==> src/rtl/dbg_pkg.sv <==
// Shared types and helpers for the on-chip debug readout path.
package dbg_pkg;

    localparam int          DBG_DATA_W    = 32;
    localparam logic [15:0] DBG_HDR_MAGIC = 16'hD5B6;

    typedef enum logic [1:0] {
        IDLE,
        HDR,
        DATA,
        CSUM
    } dbg_tx_state_e;

    // Header word: magic in the upper half, frame sequence number in the lower half.
    function automatic logic [DBG_DATA_W-1:0] dbg_hdr(
        input logic [15:0] seq,
        input logic [15:0] magic = DBG_HDR_MAGIC
    );
        return {magic, seq};
    endfunction

endpackage

==> src/rtl/dbg_frame_tx.sv <==
// Debug snapshot transmitter: latches debug words on request and streams them
// out as header, payload words and XOR checksum over a valid/ready interface.
module dbg_frame_tx
    import dbg_pkg::*;
#(
    parameter int          NUM_WORDS = 3,
    parameter int          DATA_W    = 32,
    parameter logic [15:0] HDR_MAGIC = 16'hD5B6,
    parameter int          CNT_W     = 16
) (
    input  logic                             clk,
    input  logic                             rst,
    input  logic                             req_i,
    input  logic [NUM_WORDS-1:0][DATA_W-1:0] dbg_i,
    output logic                             busy_o,
    output logic [DATA_W-1:0]                tx_data_o,
    output logic                             tx_vld_o,
    output logic                             tx_last_o,
    input  logic                             tx_rdy_i,
    output logic [CNT_W-1:0]                 frame_cnt_o,
    output logic [CNT_W-1:0]                 drop_cnt_o
);

    localparam int IDX_W = (NUM_WORDS > 1) ? $clog2(NUM_WORDS) : 1;

    dbg_tx_state_e                    r_state;
    logic [NUM_WORDS-1:0][DATA_W-1:0] r_shadow;
    logic [IDX_W-1:0]                 r_idx;
    logic [DATA_W-1:0]                r_csum;
    logic [DATA_W-1:0]                r_data;
    logic                             r_vld;
    logic                             r_last;
    logic                             r_busy;
    logic [CNT_W-1:0]                 r_frame_cnt;
    logic [CNT_W-1:0]                 r_drop_cnt;

    logic                             w_acc;
    logic [IDX_W-1:0]                 w_idx_nxt;

    assign w_acc     = r_vld && tx_rdy_i;
    assign w_idx_nxt = r_idx + IDX_W'(1);

    // r_data always holds the beat currently offered, so the next beat is loaded on acceptance.
    always_ff @(posedge clk) begin
        if (rst) begin
            r_state     <= IDLE;
            r_shadow    <= '0;
            r_idx       <= '0;
            r_csum      <= '0;
            r_data      <= '0;
            r_vld       <= 1'b0;
            r_last      <= 1'b0;
            r_busy      <= 1'b0;
            r_frame_cnt <= '0;
            r_drop_cnt  <= '0;
        end else begin
            if (req_i && (r_state != IDLE) && (r_drop_cnt != {CNT_W{1'b1}})) begin
                r_drop_cnt <= r_drop_cnt + CNT_W'(1);
            end

            case (r_state)
                IDLE: begin
                    if (req_i) begin
                        r_shadow <= dbg_i;
                        r_idx    <= '0;
                        r_csum   <= '0;
                        r_data   <= dbg_hdr(r_frame_cnt[15:0], HDR_MAGIC);
                        r_vld    <= 1'b1;
                        r_busy   <= 1'b1;
                        r_state  <= HDR;
                    end
                end
                HDR: begin
                    if (w_acc) begin
                        r_csum  <= r_data;
                        r_idx   <= '0;
                        r_data  <= r_shadow[0];
                        r_state <= DATA;
                    end
                end
                DATA: begin
                    if (w_acc) begin
                        r_csum <= r_csum ^ r_data;
                        if (r_idx == IDX_W'(NUM_WORDS - 1)) begin
                            r_data  <= r_csum ^ r_data;
                            r_last  <= 1'b1;
                            r_state <= CSUM;
                        end else begin
                            r_idx  <= w_idx_nxt;
                            r_data <= r_shadow[w_idx_nxt];
                        end
                    end
                end
                CSUM: begin
                    if (w_acc) begin
                        r_frame_cnt <= r_frame_cnt + CNT_W'(1);
                        r_vld       <= 1'b0;
                        r_last      <= 1'b0;
                        r_busy      <= 1'b0;
                        r_state     <= IDLE;
                    end
                end
                default: begin
                    r_state <= IDLE;
                end
            endcase
        end
    end

    assign busy_o      = r_busy;
    assign tx_data_o   = r_data;
    assign tx_vld_o    = r_vld;
    assign tx_last_o   = r_last;
    assign frame_cnt_o = r_frame_cnt;
    assign drop_cnt_o  = r_drop_cnt;

endmodule

==> config.mk <==
export PLATFORM = sky130hd
export DESIGN_NAME = dbg_frame_tx
export DESIGN_NICKNAME = d
export VERILOG_FILES = /design/src/rtl/dbg_pkg.sv /design/src/rtl/dbg_frame_tx.sv
export SDC_FILE = /design/constraint.sdc
export NUM_CORES = 1
export LEC_CHECK = 0
export BUFFER_PORTS_ARGS = -buffer_cell sky130_fd_sc_hd__buf_2
export CORE_UTILIZATION = 42
export DETAILED_ROUTE_END_ITERATION = 6
export SYNTH_ARGS = -nofsm -noshare
export SYNTH_HDL_FRONTEND = slang
export SYNTH_SLANG_ARGS = --single-unit
==> constraint.sdc <==
create_clock -name clk -period 2.5 [get_ports clk]
set_input_delay 0.625 -clock clk [delete_from_list [all_inputs] [get_ports clk]]
set_output_delay 0.625 -clock clk [all_outputs]
set_load 0.01 [all_outputs]
# Yosys cells after proc, flatten, opt, wreduce, memory -nomap -nowiden

Index checks and enable logic that the tools add are counted.
W data, S select, Z words.

Bits in registers: 198
Input bits: 100

Add/sub/neg operators: 3
Magnitude comparators: 1
Equality and inequality tests: 11
Multiplexer cells: 27
Bitwise operators: 1
Reductions and logical operators: 15

Operator list:

| operator                | number |
|---|---|
| $mux W32                | 8 |
| $pmux W32 S3            | 2 |
| $bmux W32 S2            | 1 |
| $add A16 B1 Y16 const B | 2 |
| $xor A32 B32 Y32        | 1 |
| $mux W2                 | 8 |
| $ne A16 B16 Y1 const B  | 1 |
| $ne A2 B2 Y1 const B    | 6 |
| $reduce_and A5 Y1       | 2 |
| $pmux W2 S4             | 1 |
| $reduce_and A4 Y1       | 2 |
| $eq A2 B2 Y1 const B    | 3 |
| $pmux W2 S3             | 1 |
| $reduce_bool A2 Y1      | 3 |
| $mux W1                 | 4 |
| $pmux W1 S2             | 2 |
| $reduce_and A2 Y1       | 2 |
| $logic_and A1 B1 Y1     | 3 |
| $lt A2 B3 Y1 const B    | 1 |
| $reduce_and A3 Y1       | 1 |
| $reduce_bool A3 Y1      | 1 |
| $add A2 B1 Y2 const B   | 1 |
| $eq A2 B1 Y1 const B    | 1 |
| $logic_not A2 Y1        | 1 |

# Depth between registers and ports, before layout

Gate-level depths: netlist of run 1.

Word-level depth: 6
Mapped depth: 11
Gate-level depth less buffers: 6

# Worst setup path before layout of run 1

OpenSTA, ideal clock, no wires.

Kind: reg-to-reg
From: register r_idx[0]
To: register r_data[1], in the netlist tx_data_o[1]
Arrival time: 2.328 ns
Data required time: 2.366 ns
Slack: 0.038 ns
Stages on the path, launching flop included: 11
Cells stage by stage: dfxtp_1 -> buf_2 -> clkbuf_1 -> inv_1 -> ha_1 -> buf_2 -> buf_2 -> mux2_2 -> a221o_1 -> a32oi_1 -> a211oi_1

Cells in the longest elaborated chain, start to end: 6
Elaborated cells on any way between the ends: 7
Those cells by class: 1 x add/sub; 1 x eq/ne; 5 x mux

Ends and longest elaborated chain:

| what                           | line               | text |
|---|---|---|
| from (decl)                    | dbg_frame_tx.sv:28 | `logic [IDX_W-1:0] r_idx;` |
| from (signal assigned)         | dbg_frame_tx.sv:89 | `r_idx <= w_idx_nxt;` |
| $add A2 B1 Y2                  | dbg_frame_tx.sv:41 | `assign w_idx_nxt = r_idx + IDX_W'(1);` |
| $bmux W32 S2                   | dbg_frame_tx.sv:90 | `r_data <= r_shadow[w_idx_nxt];` |
| $mux W32 (not written as such) | dbg_frame_tx.sv:90 |  |
| $mux W32 (*)                   | dbg_frame_tx.sv:84 | `if (r_idx == IDX_W'(NUM_WORDS - 1)) begin` |
| $mux W32 (*)                   | dbg_frame_tx.sv:82 | `if (w_acc) begin` |
| $pmux W32 S3 (*)               | dbg_frame_tx.sv:61 | `case (r_state)` |
| to (signal assigned)           | dbg_frame_tx.sv:67 | `r_data <= dbg_hdr(r_frame_cnt[15:0], HDR_MAGIC);` |
| to (signal assigned)           | dbg_frame_tx.sv:85 | `r_data <= r_csum ^ r_data;` |
| to (signal assigned)           | dbg_frame_tx.sv:90 |  |
| to (decl)                      | dbg_frame_tx.sv:30 | `logic [DATA_W-1:0] r_data;` |

Every way passes the cells marked *; elsewhere a longest branch is shown, timed or not. The select of a mux whose other input is x is not followed.
A chain may end at the register's enable or synchronous reset.

# Worst setup path in the final report of run 1

From: register r_idx[0]
To: register r_data[29], in the netlist tx_data_o[29]

Same word-level chain as after synthesis.

==> results of run 1 <==
-- critical path, stage by stage, from the launching register on --
cell      delay (ps)
dfxtp_1          330
inv_1             60
ha_1             300
buf_4            410
mux2_2           390
a221oi_1         330
a21oi_1           80
a211o_1          300
-- cell type report --
type	count	area (um2)
clock inverter	15	159
inverter	10	37.5
timing repair buffer	195	1150
multi-input combinational	938	5570
fill	2384	11700
sequential	198	3960
clock buffer	17	425
tap	319	399
-- worst max path at each step --
stage | depth (start not counted) | slack [ps] | end
after detailed placement | 7 | 90 | tx_data_o[6]
final | 7 | 190 | tx_data_o[29]
after CTS | 7 | 60 | tx_data_o[1]
after global routing | 7 | 70 | tx_data_o[29]
after global placement | 7 | 130 | tx_data_o[7]
after floorplan | 10 | 40 | tx_data_o[1]
-- kinds of logic after synthesis --
group,Yosys count
flops,198
buf+inv,117
simple gates,495
compound gates,354
fa+ha+maj,9
xor+xnor,42
mux,38
-- layer usage --
layer	part of all wire (%)	track usage, %
met5	0	0
met3	5.9	3.41
met1	53	38.5
met4	1.3	6.63
met2	40	32.5
-- through the flow --
stage	area [um2]	utilization (%)	cells	hold slack, ps	power [uW]
after floorplan	10000	-	1253	432	7290
after global placement	11100	47.5	1660	444	8900
after detailed placement	11100	47.5	1660	446	8920
after CTS	11700	50.0	1692	399	11700
after global routing	11700	50.0	1692	406	12300
final	11700	50.0	1692	409	11700
-- cells in the mapped netlist, types with 10 or more instances --
cell type	number	area [um2]
mux2_2	35	394
or4_1	22	165
a32oi_1	26	228
buf_2	27	135
nand2_1	293	1100
o21a_1	32	240
a221o_1	26	260
nor2_1	67	251
nor2b_1	39	244
clkbuf_1	64	240
nand3_1	12	60.1
inv_1	10	37.5
o21ai_0	36	180
a211oi_1	30	225
xnor2_1	37	324
a21oi_1	155	776
dfxtp_1	198	3960
o22ai_1	17	106
-- registers in the layout, summed over array words and instances (netlist names) --
register	cells
r_state	2
drop_cnt_o	16
busy_o	1
r_shadow	96
r_csum	32
frame_cnt_o	16
tx_data_o	32
tx_last_o	1
r_idx	2
-- where the power goes --
part           switching, uW  total, uW  internal [uW]  leakage [uW]
Sequential               569       4220           3650       0.00162
Combinational           2860       4720           1860       0.00271
Clock                   1410       2750           1340      0.000278
Total                   4830      11700           6850       0.00460
==> impl_metrics.tcl, run 1 <==
set metrics [dict create \
    cts_sinks 198 \
    path_max_fanout 33 \
    fp.dieH_um 156 \
    antenna_found_initial 0 \
    yosys.area_share.adder_pct 1.13 \
    ys_ff_latch 198 \
    postSynth.asyncResetShare_pct 0 \
    crit_start "r_idx[0]" \
    start_util_pct 42.7 \
    layout_setup_ws_ps 188 \
    max-clock-path-buffers 2 \
    leakagePower_uw 0.00460 \
    yosys_warnings 0 \
    vias 9272 \
    synth_xor_area_share_pct 3.68 \
    synth_nets 1362 \
    boundaryPins 167 \
    reg2regPathDepth 7 \
    maxSlewHeadroom_pct 45.6 \
    clk_latency_ps 440 \
    tightest_slew_ps 816 \
    place_congestion 0.801 \
    synth_ff_type "dfxtp_1" \
    slew_violations 0 \
    reg2reg_to "tx_data_o[29]" \
    cts_hold_buf 0 \
    setup_viol 0 \
    critPathCaptureType "register" \
    grt_pass1_vias 8214 \
    cts_tree "done" \
    min_to "r_shadow[87]" \
    grt_pass1_wl_um 46400 \
    status "completed" \
    initialDrtViolationCount 812 \
    rr_startpoint "r_idx[0]" \
    crit_type "reg -> reg" \
    setup_tns_ps 0 \
    vias_per_cell 5.48 \
    syn_to_final_growth_pct 17.0 \
    fin_crit_ps 2310 \
    antenna_cells 0 \
    synth_seq_area_share_pct 39.6 \
    grt_use_total_pct 24.1 \
    cp.required_ps 2830 \
    maxCapViolCount 0 \
    ctsResizeCount 0 \
    final_nets 1469 \
    synth.distinct_cells 57 \
    powerDensity_nw_per_um2 998 \
    die-area_um2 24400 \
    die_w_um 156 \
    rsz0062_at_grt "no" \
    dp_hpwl_um 19600 \
    fmax_mhz 432 \
    row_count 56 \
    synth_edf_count 0 \
    overflow 0 \
    synth_compound_area_share_pct 23.0 \
    start_kind "register" \
    clk_pin_slew_ps 80 \
    timing.final.crit_share_pct 92.5 \
    detail_route.drc_violations 0 \
    layout-drive-gt1-share_pct 20.9 \
    synthMuxAreaShare_pct 4.25 \
    cts-htree-levels 4 \
    synth_top_family_by_area "simple AND/OR/NAND/NOR gates" \
    skew_ps 15.0 \
    holdPathStages 3 \
    synthSimpleGateAreaFrac_pct 23.3 \
    hold_start "dbg_i[87]" \
    root_buffer "clkbuf_16" \
    wirelength_um 29100 \
    pre_cts_slack_ps 90.6 \
    final_cell_mix "292 x nand2_1, 198 x dfxtp_1, 165 x buf_2" \
    first_pass_iters 5 \
    ant_nets 0 \
    post-cts-setup-buffers 0 \
    finalHoldViolCount 0 \
    netlist_area_um2 10000 \
    final_common_cell "nand2_1" \
    cts_buffers 17 \
    synth.avg_cell_area_um2 7.98 \
    hold_path_class "in -> reg" \
    ir_drop_mv 0.621 \
    grt_start_max_net_pins 97 \
    crit_arrival_ps 2640 \
    core_area_um2 23400 \
    portBuffers 166 \
    post_drt_wl_per_cell_um 17.2 \
    reg2reg_slack_ps 190 \
    syn-instance-count 1253 \
]
(Power assumes the default switching activity.)
==> run 2: changes to the inputs <==
==> constraint.sdc (replaced) <==
create_clock -name clk -period 2.5 [get_ports clk]
set_input_delay 0.5 -clock clk [delete_from_list [all_inputs] [get_ports clk]]
set_output_delay 0.5 -clock clk [all_outputs]
set_load 0.01 [all_outputs]
==> run 2 against run 1 <==
Clock-buffer cell count is 1 higher. Maximum frequency rose by 0.86%. Via count fell by 0.91%. Clock power about the same. Routed wire length is 0.73% lower. Critical path depth did not move. Worst hold slack lost 120 ps. Register-to-register slack better by 20 ps. Critical endpoint is now tx_data_o[30]. Largest cell class unchanged. Flip-flop and latch count is the same. Setup slack improved by 20 ps. Power decreased by 0.58%. Die area unchanged.
==> impl_metrics.tcl, run 2 (synthesis gave the netlist of run 1 again) <==
set metrics [dict create \
    status "completed" \
    place_congestion 0.776 \
    core_area_um2 23400 \
    setup_tns_ps 0 \
    portBuffers 166 \
    tightest_slew_ps 697 \
    die_w_um 156 \
    start_kind "register" \
    cts_hold_buf 0 \
    fmax_mhz 436 \
    largest_reg_flops 96 \
    row_count 56 \
    p_total_uw 11600 \
    grt_pass1_vias 8139 \
    hold_start "dbg_i[55]" \
    first_pass_iters 6 \
    cts_sinks 198 \
    rsz0062_at_grt "no" \
    crit_arrival_ps 2610 \
    leakagePower_uw 0.00460 \
    cp_top_family "compound AO/OA/AOI/OAI gates" \
    overflow 0 \
    layout-drive-gt1-share_pct 20.7 \
    crit_type "reg -> reg" \
    fp.dieH_um 156 \
    wirelength_um 28900 \
    skew_ps 14.9 \
    syn_to_final_growth_pct 16.8 \
    hold_path_class "in -> reg" \
    cts_tree "done" \
    final_common_cell "nand2_1" \
    maxSlewHeadroom_pct 53.4 \
    boundaryPins 167 \
    fin_crit_ps 2290 \
    grt_use_total_pct 23.7 \
    antenna_cells 0 \
    setup_viol 0 \
    finalHoldViolCount 0 \
    final_nets 1467 \
    post_drt_wl_per_cell_um 17.1 \
    detail_route.drc_violations 0 \
    grt_pass1_wl_um 45800 \
    initialDrtViolationCount 773 \
    crit_path_max_incr_delay_ps 420 \
    rr_startpoint "r_idx[0]" \
    powerDensity_nw_per_um2 994 \
    vias 9188 \
    crit_chain "inv_1 -> ha_1 -> buf_4 -> mux2_2 -> a221o_1 -> a32oi_1 -> a211oi_1" \
    die-area_um2 24400 \
    vias_per_cell 5.44 \
    timing.final.crit_share_pct 91.7 \
    dp_hpwl_um 19500 \
    final_cell_mix "292 x nand2_1, 198 x dfxtp_1, 165 x buf_2" \
    cp.required_ps 2810 \
    path_max_fanout 33 \
    cp_slowest_cell "buf_4" \
    max-clock-path-buffers 2 \
    critPathCaptureType "register" \
    cts_buffers 17 \
    ant_nets 0 \
    regMostFlops "r_shadow" \
    slew_violations 0 \
    ir_drop_mv 0.480 \
    start_util_pct 42.7 \
    grt_start_max_net_pins 97 \
    antenna_found_initial 0 \
    crit_start "r_idx[0]" \
    crit_buf_inv 2 \
    clk_latency_ps 440 \
    maxCapViolCount 0 \
    hold_ws_ps 284 \
    cts-htree-levels 4 \
    clk_pin_slew_ps 80 \
    root_buffer "clkbuf_16" \
]
-- run 2: changes by cell type in the layout (fill, tap and decap cells not counted), sizes merged --
cell,previous run,this run
buf,195,193
clkinv,5,3
clkbuf,17,18
inv,17,18
-- run 2: timing repair --
item | CTS | global route
endpoints found under the setup margin | 1 | 0
buffers inserted | 0 | 0
gates resized for setup | 1 | 0
-- run 2: power by group --
group          total [uW]  internal [uW]  leakage [uW]  switching (uW)
Clock                2770           1370      0.000282            1400
Sequential           4210           3650       0.00162             560
Combinational        4640           1790       0.00270            2850
-- run 2: worst paths after layout --
kind / endpoint / slack [ps] / cells after the start
worst max-delay path: tx_data_o[30] / 210 / 7
worst min-delay path: r_shadow[55] / 280 / 3
worst max register to register: tx_data_o[30] / 210 / 7
worst min register to register: r_shadow[78] / 450 / 2
-- run 2: final cells by class --
class / count / area [um2]
multi-input cells: 938 / 5560
clock inverters: 14 / 154
repair buffers: 193 / 1130
clock buffers: 18 / 439
well taps: 319 / 399
fillers: 2348 / 11700
flip-flops and latches: 198 / 3960
inverters: 10 / 37.5
-- run 2: layer usage --
metal  vias to the layer above  track usage, %  part of all wire, %
met3                        17            3.82                  5.3
met1                      4305            37.9                   54
met4                         0            5.60                  1.0
met2                       263            32.2                   40
li1                       4603               -                    -
met5                         -               0                    0
-- run 2: worst register-to-register path, stage by stage, from the launching register on --
cell	delay, ps
dfxtp_1	340
inv_1	80
ha_1	310
buf_4	420
mux2_2	400
a221o_1	340
a32oi_1	200
a211oi_1	90
-- run 2: through the flow --
stage | instances | util, % | worst slack, ps | area (um2)
6_report | 1690 | 49.9 | 207 | 11700
5_1_grt | 1690 | 49.9 | 77.8 | 11700
3_3_place_gp | 1658 | 47.4 | 103 | 11100
3_5_place_dp | 1658 | 47.4 | 30.9 | 11100
4_1_cts | 1690 | 49.9 | 234 | 11700
2_1_floorplan | 1253 | - | 37.5 | 10000
